==> src/rtl/uart_rx_fifo_pkg.sv <==
// Shared definitions for the UART receiver:
// parity modes, FSM states and a clog2 helper.
package uart_rx_fifo_pkg;

  localparam int PAR_NONE = 0;
  localparam int PAR_ODD  = 1;
  localparam int PAR_EVEN = 2;

  typedef enum logic [2:0] {
    S_IDLE   = 3'd0,
    S_START  = 3'd1,
    S_DATA   = 3'd2,
    S_PARITY = 3'd3,
    S_STOP   = 3'd4,
    S_BREAK  = 3'd5
  } state_t;

  function automatic int clog2(input int v);
    int r;
    r = 0;
    while ((1 << r) < v) r++;
    return r;
  endfunction

endpackage

==> src/rtl/uart_rx_fifo_rx_sync_fifo.sv <==
// First-word-fall-through receive FIFO.
// Head reads as zero while empty.
module rx_sync_fifo
  import uart_rx_fifo_pkg::*;
#(
  parameter int W     = 8,
  parameter int DEPTH = 4
) (
  input  logic         clock,
  input  logic         reset_n,
  input  logic         i_wr,
  input  logic [W-1:0] i_wdata,
  input  logic         i_rd,
  output logic [W-1:0] o_rdata,
  output logic         o_empty,
  output logic         o_full,
  output logic         o_drop
);

  localparam int AW = clog2(DEPTH);

  logic [AW:0]  r_wptr;
  logic [AW:0]  r_rptr;
  logic [W-1:0] r_mem [DEPTH];
  logic         w_pop;
  logic         w_push;

  assign o_empty = (r_wptr == r_rptr);
  assign o_full  = (r_wptr[AW] != r_rptr[AW]) &&
                   (r_wptr[AW-1:0] == r_rptr[AW-1:0]);
  assign w_pop   = i_rd && !o_empty;
  assign w_push  = i_wr && (!o_full || w_pop);
  assign o_drop  = i_wr && o_full && !w_pop;
  assign o_rdata = o_empty ? '0 : r_mem[r_rptr[AW-1:0]];

  // pointer update; a pop frees the slot a same-cycle push needs
  always_ff @(posedge clock) begin
    if (!reset_n) begin
      r_wptr <= '0;
      r_rptr <= '0;
    end else begin
      if (w_push) r_wptr <= r_wptr + (AW+1)'(1);
      if (w_pop)  r_rptr <= r_rptr + (AW+1)'(1);
    end
  end

  // storage write
  always_ff @(posedge clock) begin
    if (w_push) r_mem[r_wptr[AW-1:0]] <= i_wdata;
  end

endmodule

==> src/rtl/uart_rx_fifo.sv <==
// Oversampling UART receiver with majority vote,
// optional parity, sticky error flags and an rx FIFO.
module uart_rx_fifo
  import uart_rx_fifo_pkg::*;
#(
  parameter int CLK_HZ     = 12000000,
  parameter int BAUD       = 9600,
  parameter int DATA_BITS  = 8,
  parameter int PARITY     = 0,
  parameter int OVERSAMPLE = 16,
  parameter int FIFO_DEPTH = 4
) (
  input  logic                 clock,
  input  logic                 reset_n,
  input  logic                 rxd,
  input  logic                 rd_en,
  output logic [DATA_BITS-1:0] rd_data,
  output logic                 rd_valid,
  output logic                 fifo_full,
  output logic                 busy,
  output logic                 frame_err,
  output logic                 parity_err,
  output logic                 overrun,
  input  logic                 err_clr
);

  localparam int SR  = BAUD * OVERSAMPLE;
  localparam int DIV = (CLK_HZ + SR / 2) / SR;
  localparam int DW  = clog2(DIV + 1);
  localparam int TW  = clog2(OVERSAMPLE + 1);
  localparam int BW  = clog2(DATA_BITS + 1);

  localparam logic [DW-1:0] DIV_LAST = DW'(DIV - 1);
  localparam logic [TW-1:0] OS_LAST  = TW'(OVERSAMPLE - 1);
  localparam logic [TW-1:0] T_S0     = TW'(OVERSAMPLE / 2 - 1);
  localparam logic [TW-1:0] T_S1     = TW'(OVERSAMPLE / 2);
  localparam logic [TW-1:0] T_S2     = TW'(OVERSAMPLE / 2 + 1);
  localparam logic [BW-1:0] B_LAST   = BW'(DATA_BITS - 1);

  logic [1:0]           r_sync;
  logic                 r_rx_q;
  logic [DW-1:0]        r_div;
  logic [TW-1:0]        r_tcnt;
  logic                 r_s0;
  logic                 r_s1;
  logic [BW-1:0]        r_bit;
  logic [DATA_BITS-1:0] r_shift;
  logic                 r_perr;
  state_t               r_state;

  logic w_rx;
  logic w_fall;
  logic w_tick;
  logic w_dec;
  logic w_vote;
  logic w_par;
  logic w_par_bad;
  logic w_push;
  logic w_empty;
  logic w_drop;
  logic w_ferr_ev;
  logic w_perr_ev;

  assign w_rx   = r_sync[1];
  assign w_fall = r_rx_q & ~w_rx;
  assign w_tick = (r_div == DIV_LAST);
  assign w_dec  = w_tick && (r_tcnt == T_S2);
  assign w_vote = (r_s0 & r_s1) | (r_s0 & w_rx) | (r_s1 & w_rx);

  assign w_par     = ^{r_shift, w_vote};
  assign w_par_bad = (PARITY == PAR_ODD) ? ~w_par : w_par;

  assign w_push    = (r_state == S_STOP) && w_dec && w_vote && !r_perr;
  assign w_ferr_ev = (r_state == S_STOP) && w_dec && !w_vote;
  assign w_perr_ev = (r_state == S_PARITY) && w_dec && w_par_bad;

  assign busy     = (r_state != S_IDLE);
  assign rd_valid = ~w_empty;

  // two-stage synchroniser plus delayed copy for edge detect
  always_ff @(posedge clock) begin
    if (!reset_n) begin
      r_sync <= 2'b11;
      r_rx_q <= 1'b1;
    end else begin
      r_sync <= {r_sync[0], rxd};
      r_rx_q <= w_rx;
    end
  end

  // tick divider and tick-in-bit counter, realigned on start edge
  always_ff @(posedge clock) begin
    if (!reset_n || (r_state == S_IDLE && w_fall)) begin
      r_div  <= '0;
      r_tcnt <= '0;
    end else if (w_tick) begin
      r_div  <= '0;
      r_tcnt <= (r_tcnt == OS_LAST) ? '0 : r_tcnt + TW'(1);
    end else begin
      r_div  <= r_div + DW'(1);
    end
  end

  // capture the first two of the three vote samples
  always_ff @(posedge clock) begin
    if (!reset_n) begin
      r_s0 <= 1'b1;
      r_s1 <= 1'b1;
    end else if (w_tick) begin
      if (r_tcnt == T_S0) r_s0 <= w_rx;
      if (r_tcnt == T_S1) r_s1 <= w_rx;
    end
  end

  // frame FSM: decisions taken on the third vote sample
  always_ff @(posedge clock) begin
    if (!reset_n) begin
      r_state <= S_IDLE;
      r_bit   <= '0;
      r_shift <= '0;
      r_perr  <= 1'b0;
    end else begin
      unique case (r_state)
        S_IDLE: if (w_fall) begin
          r_state <= S_START;
          r_bit   <= '0;
          r_perr  <= 1'b0;
        end
        S_START: if (w_dec) begin
          r_state <= w_vote ? S_IDLE : S_DATA;
        end
        S_DATA: if (w_dec) begin
          r_shift <= {w_vote, r_shift[DATA_BITS-1:1]};
          r_bit   <= r_bit + BW'(1);
          if (r_bit == B_LAST)
            r_state <= (PARITY != PAR_NONE) ? S_PARITY : S_STOP;
        end
        S_PARITY: if (w_dec) begin
          r_perr  <= w_par_bad;
          r_state <= S_STOP;
        end
        S_STOP: if (w_dec) begin
          r_state <= w_vote ? S_IDLE : S_BREAK;
        end
        S_BREAK: if (w_rx) begin
          r_state <= S_IDLE;
        end
        default: r_state <= S_IDLE;
      endcase
    end
  end

  // sticky flags; a same-cycle event beats err_clr
  always_ff @(posedge clock) begin
    if (!reset_n) begin
      frame_err  <= 1'b0;
      parity_err <= 1'b0;
      overrun    <= 1'b0;
    end else begin
      if (err_clr) begin
        frame_err  <= 1'b0;
        parity_err <= 1'b0;
        overrun    <= 1'b0;
      end
      if (w_ferr_ev) frame_err  <= 1'b1;
      if (w_perr_ev) parity_err <= 1'b1;
      if (w_drop)    overrun    <= 1'b1;
    end
  end

  rx_sync_fifo #(
    .W     (DATA_BITS),
    .DEPTH (FIFO_DEPTH)
  ) u_fifo (
    .clock   (clock),
    .reset_n (reset_n),
    .i_wr    (w_push),
    .i_wdata (r_shift),
    .i_rd    (rd_en),
    .o_rdata (rd_data),
    .o_empty (w_empty),
    .o_full  (fifo_full),
    .o_drop  (w_drop)
  );

endmodule

==> config.mk <==
export PLATFORM = sky130hd
export DESIGN_NAME = uart_rx_fifo
export DESIGN_NICKNAME = d
export VERILOG_FILES = /design/src/rtl/uart_rx_fifo_pkg.sv /design/src/rtl/uart_rx_fifo_rx_sync_fifo.sv /design/src/rtl/uart_rx_fifo.sv
export SDC_FILE = /design/constraint.sdc
export NUM_CORES = 1
export LEC_CHECK = 0
export BUFFER_PORTS_ARGS = -buffer_cell sky130_fd_sc_hd__buf_4
export CELL_PAD_IN_SITES_DETAIL_PLACEMENT = 1
export CELL_PAD_IN_SITES_GLOBAL_PLACEMENT = 1
export CORE_ASPECT_RATIO = 1.4
export CORE_MARGIN = 4
export CORE_UTILIZATION = 37
export DETAILED_ROUTE_END_ITERATION = 7
export PLACE_DENSITY = 0.65
export SLEW_MARGIN = 20
export SYNTH_ARGS = -nofsm -noshare
export SYNTH_HDL_FRONTEND = slang
export SYNTH_SLANG_ARGS = --single-unit
export TNS_END_PERCENT = 30
==> constraint.sdc <==
create_clock -name clock -period 3.03 [get_ports clock]
set_input_delay 0.606 -clock clock [delete_from_list [all_inputs] [get_ports clock]]
set_output_delay 0.606 -clock clock [all_outputs]
set_load 0.05 [all_outputs]
==> results of run 1 <==
==> logic make-up after synthesis <==
| family | Yosys count |
|---|---|
| compound gates | 16 |
| xor+xnor | 22 |
| fa+ha+maj | 12 |
| buf+inv | 19 |
| flops | 76 |
| mux | 23 |
| simple gates | 103 |
==> cells in the mapped netlist, types with 2 or more instances <==
master    count
o21ai_0       2
nand4_1       4
or3_1         2
nor2b_1      12
nand3_1      10
mux2i_1      15
xor2_1        7
a21oi_1       4
mux4_2        8
and4bb_2      2
o22ai_1       2
nand2b_1      4
ha_1         11
nor2_1       19
nand4b_1      2
inv_1        10
dfxtp_1      44
and2_1       19
nand2_1      14
clkbuf_1      6
a41oi_1       2
nand3b_1      2
xnor2_1      14
edfxtp_1     32
==> registers in the layout (all words and copies together) (netlist names), 2 cells and up, named ones only <==
register,flops
u_fifo.r_rptr,3
r_bit,4
r_div,7
u_fifo.r_mem,32
u_fifo.r_wptr,3
r_state,3
r_shift,8
r_tcnt,5
r_sync,2
==> critical path, cell delays in order (launching register included) <==
cell and delay (ns):
dfxtp_1 0.65, mux4_2 0.58, and2_1 0.17, buf_4 0.18
==> final cells by class <==
class / instances / area, um2
inverters: 10 / 37.54
fillers: 924 / 4807
clock inverters: 7 / 115.1
multi-input cells: 176 / 1408
repair buffers: 19 / 142.6
well taps: 105 / 131.4
flip-flops and latches: 76 / 1842
clock buffers: 9 / 225.2
==> power by group <==
group / switching [mW] / internal, mW
logic: 0.0195 / 0.0137
registers: 0.00412 / 1.06
clock network: 0.400 / 0.801
total: 0.423 / 1.88
==> how the worst max path moves through the flow <==
stage | startpoint | endpoint | slack [ns] | cells past startpoint
2_1_floorplan | u_fifo.r_wptr[1]$_SDFFE_PN0N_ | rd_data[0] | 0.74 | 4
3_3_place_gp | register | rd_data[4] | 0.84 | 3
3_5_place_dp | register | rd_data[7] | 0.79 | 3
4_1_cts | register | rd_data[7] | 0.43 | 3
5_1_grt | register | rd_data[7] | 0.38 | 3
6_report | register | rd_data[7] | 0.51 | 3
==> per-layer routing <==
metal | global-route usage, % | vias to the layer above | share of wire (%) | wire length (um)
met1 | 15.45 | 991 | 41 | 2615
met3 | 3.340 | 10 | 3.1 | 197
met2 | 22.94 | 23 | 53 | 3382
li1 | - | 996 | - | -
met4 | 6.805 | 0 | 2.4 | 150
met5 | 0 | - | 0 | 0
==> flow_metrics.py, run 1 <==
metrics = {
    "worst_setup_path": {
        "r2r_end": "u_fifo.r_mem[3][6]$_DFFE_PP_",
        "ff2ff_setup_slack_ns": 0.81,
        "cp_max_fo": 8,
        "r2r_cells": 5,
        "required_ns": 2.42,
        "r2r-start": "r_div[0]$_SDFF_PP0_",
        "crit_type": "reg2out",
        "cp-end-kind": "output port",
        "start_kind": "register",
        "cp.arrival_ns": 1.91,
    },
    "layout": {
        "layout.cells.non_filler": 402,
        "drive_above_1_share_pct": 18.52,
        "final_util_pct": 44.80,
        "layout_commonest_cell": "dfxtp_1",
        "layout_common_cells": "dfxtp_1 (44), edfxtp_1 (32), and2_1 (19), nor2_1 (19), buf_4 (19)",
        "final_area_um2": 3901,
        "diodes": 0,
        "area_delta_synth_final_pct": 17.04,
        "nNetsFinal": 308,
    },
    "synthesis": {
        "ys_dominant_reg_cell": "dfxtp_1",
        "synthArstFlopShare_pct": 0,
        "ys_types": 48,
        "synthXorXnorAreaFrac_pct": 6.194,
        "synth_compound_area_share_pct": 3.416,
        "seq_area_frac_synth_pct": 55.26,
        "synthAdderAreaFrac_pct": 4.429,
        "avgSynthCellArea_um2": 12.30,
        "synth-simple-area-share_pct": 18.28,
        "synth_edf_count": 32,
        "netlist_instances": 271,
        "yosys-mux-area-fraction_pct": 9.910,
        "syn_nets": 287,
        "synth_top_area_share_pct": 28.83,
        "synth_area_leaders": "edfxtp_1 (29%), dfxtp_1 (26%), mux4_2 (5.4%)",
        "yosysWarnings": 0,
        "yosys_register_bits": 76,
        "synth_top_family_by_area": "simple AND/OR/NAND/NOR gates",
        "netlist_area_um2": 3333,
        "yosysTopAreaCell": "edfxtp_1",
    },
    "grt": {
        "grt_max_degree": 32,
        "groute.usage.overall_pct": 13.51,
        "antenna_found_initial": 0,
        "grt_pass1_vias": 2118,
        "grt_pass1_wl_mm": 10.85,
        "gr-total-overflow": 0,
    },
    "clock_tree": {
        "cts_tree": "done",
        "clk_pin_slew_ns": 0.06,
        "hold_buffers": 0,
        "cts_buffer_depth": 2,
        "postCtsSetupBuffers": 0,
        "htree_levels": 3,
        "cts-root-buf": "clkbuf_16",
        "clk_latency_ns": 0.33,
        "cts_resized": 0,
        "cts_num_sinks": 76,
        "numCtsBuffers": 9,
    },
    "sta": {
        "rsz0062_at_grt": "false",
        "whs_ns": 0.4190,
        "finalCritPeriodShare_pct": 83.15,
        "finalHoldViolations": 0,
        "post-route-min-period_ns": 2.520,
        "setup_viol": 0,
        "max_freq_ghz": 0.3969,
        "setup_slack_ns": 0.5104,
        "worst_slew_pin_slew_ns": 0.5238,
        "max_slew_margin_pct": 65.03,
        "report.final.slew_viol_count": 0,
        "skew_ns": 0.004687,
        "tns_ns": 0,
    },
    "job": {
        "maxCapViolCount": 0,
    },
    "placement": {
        "dp.cells": 386,
        "hpwl_mm": 4.632,
        "gp_congestion": 0.7319,
        "postPlaceCellArea_um2": 3561,
        "numPortBuffers": 18,
        "pre_cts_slack_ns": 0.7926,
    },
    "detailed_routing": {
        "drt_wl_total_mm": 6.346,
        "dr.pass1.iters": 4,
        "first_iter_violations": 93,
        "vias": 2020,
        "ant_nets": 0,
        "drt_drc_violations_left": 0,
        "avgRoutedWirePerCell_um": 15.79,
        "vias_per_cell": 5.025,
    },
    "floorplanning": {
        "dieHeight_um": 120.3,
        "rows": 40,
        "core-area_um2": 8708,
        "die_w_um": 88.22,
        "initial_utilization_pct": 38.28,
        "die_area_um2": 10610,
        "io_pins": 19,
    },
    "min_path": {
        "holdCritPathClass": "reg2reg",
        "whs_endpoint": "r_sync[1]$_SDFF_PN1_",
        "hp-start": "r_sync[0]$_SDFF_PN1_",
        "whs_path_depth": 1,
    },
    "pwr": {
        "peakVddDrop_mv": 0.3159,
        "power_mw": 2.301,
        "p_leak_nw": 1.484,
        "cellPowerDensity_nw_per_um2": 589.8,
    },
    "status": {
        "status": "completed",
    },
}
Note: power is estimated with default switching activity, not from simulation.
==> run 2, diff against run 1 <==
clock period = 2.42 ns   (was 3.03 ns; I/O delays follow)
==> run 2 against run 1 <==
Net effect:
- core utilization increased by 0.057 points
- register-to-register slack got worse by 0.50 ns
- clock skew increased by 0.00067 ns
- count of clock-buffer cells in the layout up 1
- critical path depth rose by 1
- setup slack got worse by 0.34 ns
==> flow_metrics.py, run 2 (same netlist as run 1, synthesis figures left out) <==
metrics = {
    "status": {
        "status": "completed",
    },
    "placement": {
        "gp_congestion": 0.7501,
        "hpwl_mm": 4.716,
        "pre_cts_slack_ns": 0.2648,
        "numPortBuffers": 18,
        "dp.cells": 391,
    },
    "clock_tree": {
        "clk_latency_ns": 0.33,
        "cts_buffer_depth": 2,
        "cts-root-buf": "clkbuf_16",
        "clk_pin_slew_ns": 0.06,
        "cts_num_sinks": 76,
        "postCtsSetupBuffers": 0,
        "cts_resized": 0,
        "hold_buffers": 0,
        "numCtsBuffers": 9,
        "cts_tree": "done",
        "htree_levels": 3,
    },
    "worst_setup_path": {
        "slowest_stage": "dfxtp_1",
        "r2r_cells": 5,
        "r2r_end": "u_fifo.r_mem[3][7]$_DFFE_PP_",
        "worstPathCellList": "xnor2_1, nand3_1, and2_1, buf_4",
        "cp_max_fo": 11,
        "r2r-start": "r_div[0]$_SDFF_PP0_",
        "required_ns": 1.94,
        "cp.arrival_ns": 1.77,
        "cp-end-kind": "output port",
        "start_kind": "register",
        "cp_num_buf_inv": 1,
        "path_delay_family": "simple AND/OR/NAND/NOR gates",
        "crit_type": "reg2out",
        "cp_slowest_stage_delay_ns": 0.43,
        "ff2ff_setup_slack_ns": 0.31,
    },
    "min_path": {
        "whs_endpoint": "r_sync[0]$_SDFF_PN1_",
        "hp-start": "rxd",
        "holdCritPathClass": "in2reg",
        "whs_path_depth": 2,
    },
    "layout": {
        "layout_common_cells": "dfxtp_1 (44), edfxtp_1 (32), buf_4 (24)",
        "final_util_pct": 44.86,
        "nNetsFinal": 313,
        "largest_reg_flops": 32,
        "drive_above_1_share_pct": 18.87,
        "fillCellCount": 935,
        "diodes": 0,
        "layout_commonest_cell": "dfxtp_1",
        "area_delta_synth_final_pct": 17.19,
        "layout.cells.non_filler": 407,
    },
    "floorplanning": {
        "dieHeight_um": 120.3,
        "initial_utilization_pct": 38.28,
        "io_pins": 19,
        "core-area_um2": 8708,
        "rows": 40,
        "die_w_um": 88.22,
        "die_area_um2": 10610,
    },
    "sta": {
        "setup_slack_ns": 0.1673,
        "max_slew_margin_pct": 71.55,
        "max_freq_ghz": 0.4439,
        "tns_ns": 0,
        "finalCritPeriodShare_pct": 93.09,
        "skew_ns": 0.005357,
        "rsz0062_at_grt": "false",
        "worst_slew_pin_slew_ns": 0.4267,
        "report.final.slew_viol_count": 0,
        "setup_viol": 0,
        "post-route-min-period_ns": 2.253,
        "finalHoldViolations": 0,
    },
    "pwr": {
        "peakVddDrop_mv": 0.4333,
        "power_mw": 2.766,
        "cellPowerDensity_nw_per_um2": 708.0,
        "p_leak_nw": 1.491,
    },
    "job": {
        "maxCapViolCount": 0,
    },
    "grt": {
        "groute.usage.overall_pct": 13.89,
        "grt_pass1_wl_mm": 11.11,
        "grt_pass1_vias": 2196,
        "antenna_found_initial": 0,
        "grt_max_degree": 32,
        "gr-total-overflow": 0,
    },
    "detailed_routing": {
        "avgRoutedWirePerCell_um": 15.89,
        "drt_drc_violations_left": 0,
        "first_iter_violations": 72,
        "vias": 2043,
        "vias_per_cell": 5.020,
        "ant_nets": 0,
        "drt_wl_total_mm": 6.469,
        "dr.pass1.iters": 4,
    },
}
-- run 2: changes by cell type in the layout (fill, tap and decap cells not counted) --
cell | previous run | this run
buf_4 | 19 | 24
bufinv_16 | 3 | 2
clkbuf_1 | 0 | 1
clkinv_1 | 1 | 3
clkinv_2 | 1 | 0
clkinv_4 | 1 | 0
-- run 2: worst max path at each step --
stage / start / to / depth (start not counted)
3_5_place_dp: r_div[0]$_SDFF_PP0_ / u_fifo.r_mem[3][4]$_DFFE_PP_ / 5
6_report: u_fifo.r_wptr[1]$_SDFFE_PN0N_ / rd_data[4] / 4
2_1_floorplan: u_fifo.r_wptr[1]$_SDFFE_PN0N_ / rd_data[0] / 4
5_1_grt: u_fifo.r_wptr[1]$_SDFFE_PN0N_ / rd_data[4] / 4
4_1_cts: u_fifo.r_wptr[1]$_SDFFE_PN0N_ / rd_data[4] / 4
3_3_place_gp: r_div[0]$_SDFF_PP0_ / u_fifo.r_mem[3][5]$_DFFE_PP_ / 5
-- run 2: area by class of cell --
type	instances	area [um2]	share of cell area [%]
repair buffers	24	180.2	4.612
clock inverters	6	78.83	2.018
inverters	10	37.54	0.9609
flip-flops and latches	76	1842	47.15
well taps	105	131.4	3.363
multi-input cells	176	1408	36.03
clock buffers	10	229.0	5.862
-- run 2: power by group --
group / switching [mW] / total (mW) / internal [mW]
logic: 0.0244 / 0.0416 / 0.0172
clock network: 0.496 / 1.39 / 0.892
registers: 0.00494 / 1.34 / 1.33
-- run 2: routing by layer --
metal / up-vias / GRT usage (%) / wire length [um]
met4: 0 / 7.561 / 172
met2: 23 / 23.69 / 3506
met3: 16 / 3.545 / 165
met5: - / 0 / 0
li1: 1009 / - / -
met1: 995 / 15.44 / 2625
-- run 2: per-stage QoR --
stage	hold WS [ns]	instance area [um2]
after floorplan	0.3863	3333
after global placement	0.4097	3598
after detailed placement	0.3985	3598
after CTS	0.3137	3906
after global routing	0.3435	3906
final	0.3274	3906
==> run 3, diff against run 2 <==
REMOVE_ABC_BUFFERS = 1   (was unset)
==> run 3 against run 2 <==
Net effect:
- routed wire length decreased by 1.3%
- largest power group is now sequential cells
- register-to-register slack is essentially flat
- combinational power is 5% higher
- critical path depth stayed put
- worst hold slack improved by 0.011 ns
- cell count did not move
- cell area decreased by 0.32%
==> flow_metrics.py, run 3 (same netlist as run 1, synthesis figures left out) <==
metrics = {
    "clock_tree": {
        "cts_num_sinks": 76,
        "postCtsSetupBuffers": 0,
        "cts-root-buf": "clkbuf_16",
        "cts_buffer_depth": 2,
        "cts_tree": "done",
        "htree_levels": 3,
        "clk_pin_slew_ns": 0.05,
        "numCtsBuffers": 9,
        "clk_latency_ns": 0.33,
    },
    "worst_setup_path": {
        "r2r_end": "u_fifo.r_mem[3][5]$_DFFE_PP_",
        "ff2ff_setup_slack_ns": 0.31,
        "worstPathCellList": "buf_4, mux4_2, and2_1, buf_4",
        "cp.arrival_ns": 1.71,
        "r2r-start": "r_div[0]$_SDFF_PP0_",
        "required_ns": 1.94,
        "slowest_stage": "mux4_2",
        "start_kind": "register",
        "cp_max_fo": 8,
        "cp-end-kind": "output port",
        "cp_num_buf_inv": 2,
        "cpMostUsedCell": "buf_4",
        "cp_slowest_stage_delay_ns": 0.52,
        "path_delay_family": "multiplexers",
        "r2r_cells": 5,
        "crit_type": "reg2out",
    },
    "floorplanning": {
        "rows": 40,
        "core-area_um2": 8708,
        "initial_utilization_pct": 38.28,
        "die_area_um2": 10610,
        "io_pins": 19,
        "dieHeight_um": 120.3,
        "die_w_um": 88.22,
    },
    "layout": {
        "fillCellCount": 957,
        "layout.cells.non_filler": 407,
        "layout_commonest_cell": "dfxtp_1",
        "largest_reg_flops": 32,
        "final_area_um2": 3894,
        "diodes": 0,
        "drive_above_1_share_pct": 19.54,
        "area_delta_synth_final_pct": 16.82,
        "layout_common_cells": "dfxtp_1 (44), edfxtp_1 (32), buf_4 (24)",
        "nNetsFinal": 313,
        "final_util_pct": 44.71,
    },
    "status": {
        "status": "completed",
    },
    "sta": {
        "tns_ns": 0,
        "report.final.slew_viol_count": 0,
        "finalHoldViolations": 0,
        "worst_slew_pin_slew_ns": 0.4296,
        "setup_viol": 0,
        "rsz0062_at_grt": "false",
        "max_slew_margin_pct": 71.36,
        "skew_ns": 0.005652,
        "finalCritPeriodShare_pct": 90.53,
        "max_freq_ghz": 0.4565,
        "post-route-min-period_ns": 2.191,
    },
    "grt": {
        "grt_pass1_wl_mm": 11.07,
        "grt_pass1_vias": 2235,
        "grt_max_degree": 32,
        "groute.usage.overall_pct": 13.78,
        "gr-total-overflow": 0,
        "antenna_found_initial": 0,
    },
    "min_path": {
        "whs_endpoint": "r_sync[0]$_SDFF_PN1_",
        "whs_path_depth": 2,
        "holdCritPathClass": "in2reg",
        "hp-start": "rxd",
    },
    "detailed_routing": {
        "avgRoutedWirePerCell_um": 15.68,
        "drt_drc_violations_left": 0,
        "vias_per_cell": 5.010,
        "first_iter_violations": 71,
        "drt_wl_total_mm": 6.383,
        "ant_nets": 0,
        "dr.pass1.iters": 4,
        "vias": 2039,
    },
    "job": {
        "maxCapViolCount": 0,
    },
    "pwr": {
        "power_mw": 2.681,
        "cellPowerDensity_nw_per_um2": 688.5,
        "p_leak_nw": 1.496,
        "peakVddDrop_mv": 0.4056,
    },
    "placement": {
        "numPortBuffers": 18,
        "dp.cells": 391,
        "hpwl_mm": 4.736,
        "gp_congestion": 0.7207,
        "postPlaceCellArea_um2": 3598,
    },
}
run 3: worst register-to-register path: stages, from the launching register on:
cell and delay (ns):
dfxtp_1 0.37, ha_1 0.16, and4bb_2 0.27, nand4_2 0.19
nor3_4 0.33, and2_1 0.45
run 3: per-stage QoR:
step	setup WS, ns	hold WS, ns
detailed placement	0.2903	0.3961
floorplan	0.3282	0.3863
global route	0.1238	0.3606
CTS	0.1352	0.3237
global placement	0.3584	0.3910
finish	0.2293	0.3384
run 3: what timing repair did:
item,in CTS,in global routing
gates resized for setup,0,1
setup endpoints to repair,0,8
hold buffers,0,0
run 3: area by class of cell:
cell class	instances	area (um2)	area share, %
clock buffer	13	250.2	6.427
clock inverter	3	40.04	1.028
inverter	10	37.54	0.9640
multi-input combinational	176	1413	36.28
sequential	76	1842	47.30
tap	105	131.4	3.374
timing repair buffer	24	180.2	4.627
run 3: where the power goes:
| group | internal [mW] | leakage (nW) | total [mW] | switching (mW) |
|---|---|---|---|---|
| clock network | 0.823 | 0.144 | 1.30 | 0.478 |
| registers | 1.33 | 0.652 | 1.34 | 0.00428 |
| logic | 0.0180 | 0.701 | 0.0435 | 0.0256 |
run 3: worst max path at each step:
stage,slack [ns],to,cells past startpoint,from
6_report,0.23,rd_data[1],4,register
5_1_grt,0.12,rd_data[1],4,u_fifo.r_wptr[1]$_SDFFE_PN0N_
4_1_cts,0.14,rd_data[1],4,u_fifo.r_wptr[1]$_SDFFE_PN0N_
3_5_place_dp,0.29,u_fifo.r_mem[3][0]$_DFFE_PP_,5,r_div[0]$_SDFF_PP0_
3_3_place_gp,0.36,u_fifo.r_mem[3][0]$_DFFE_PP_,5,r_div[0]$_SDFF_PP0_
2_1_floorplan,0.33,rd_data[0],3,u_fifo.r_wptr[1]$_SDFFE_PN0N_
run 3: routing by layer:
| layer | up-vias | GRT usage, % | wire length (um) |
|---|---|---|---|
| met3 | 13 | 2.249 | 165 |
| li1 | 1005 | - | - |
| met1 | 993 | 14.61 | 2506 |
| met4 | 0 | 8.318 | 214 |
| met2 | 28 | 24.72 | 3496 |
| met5 | - | 0 | 0 |
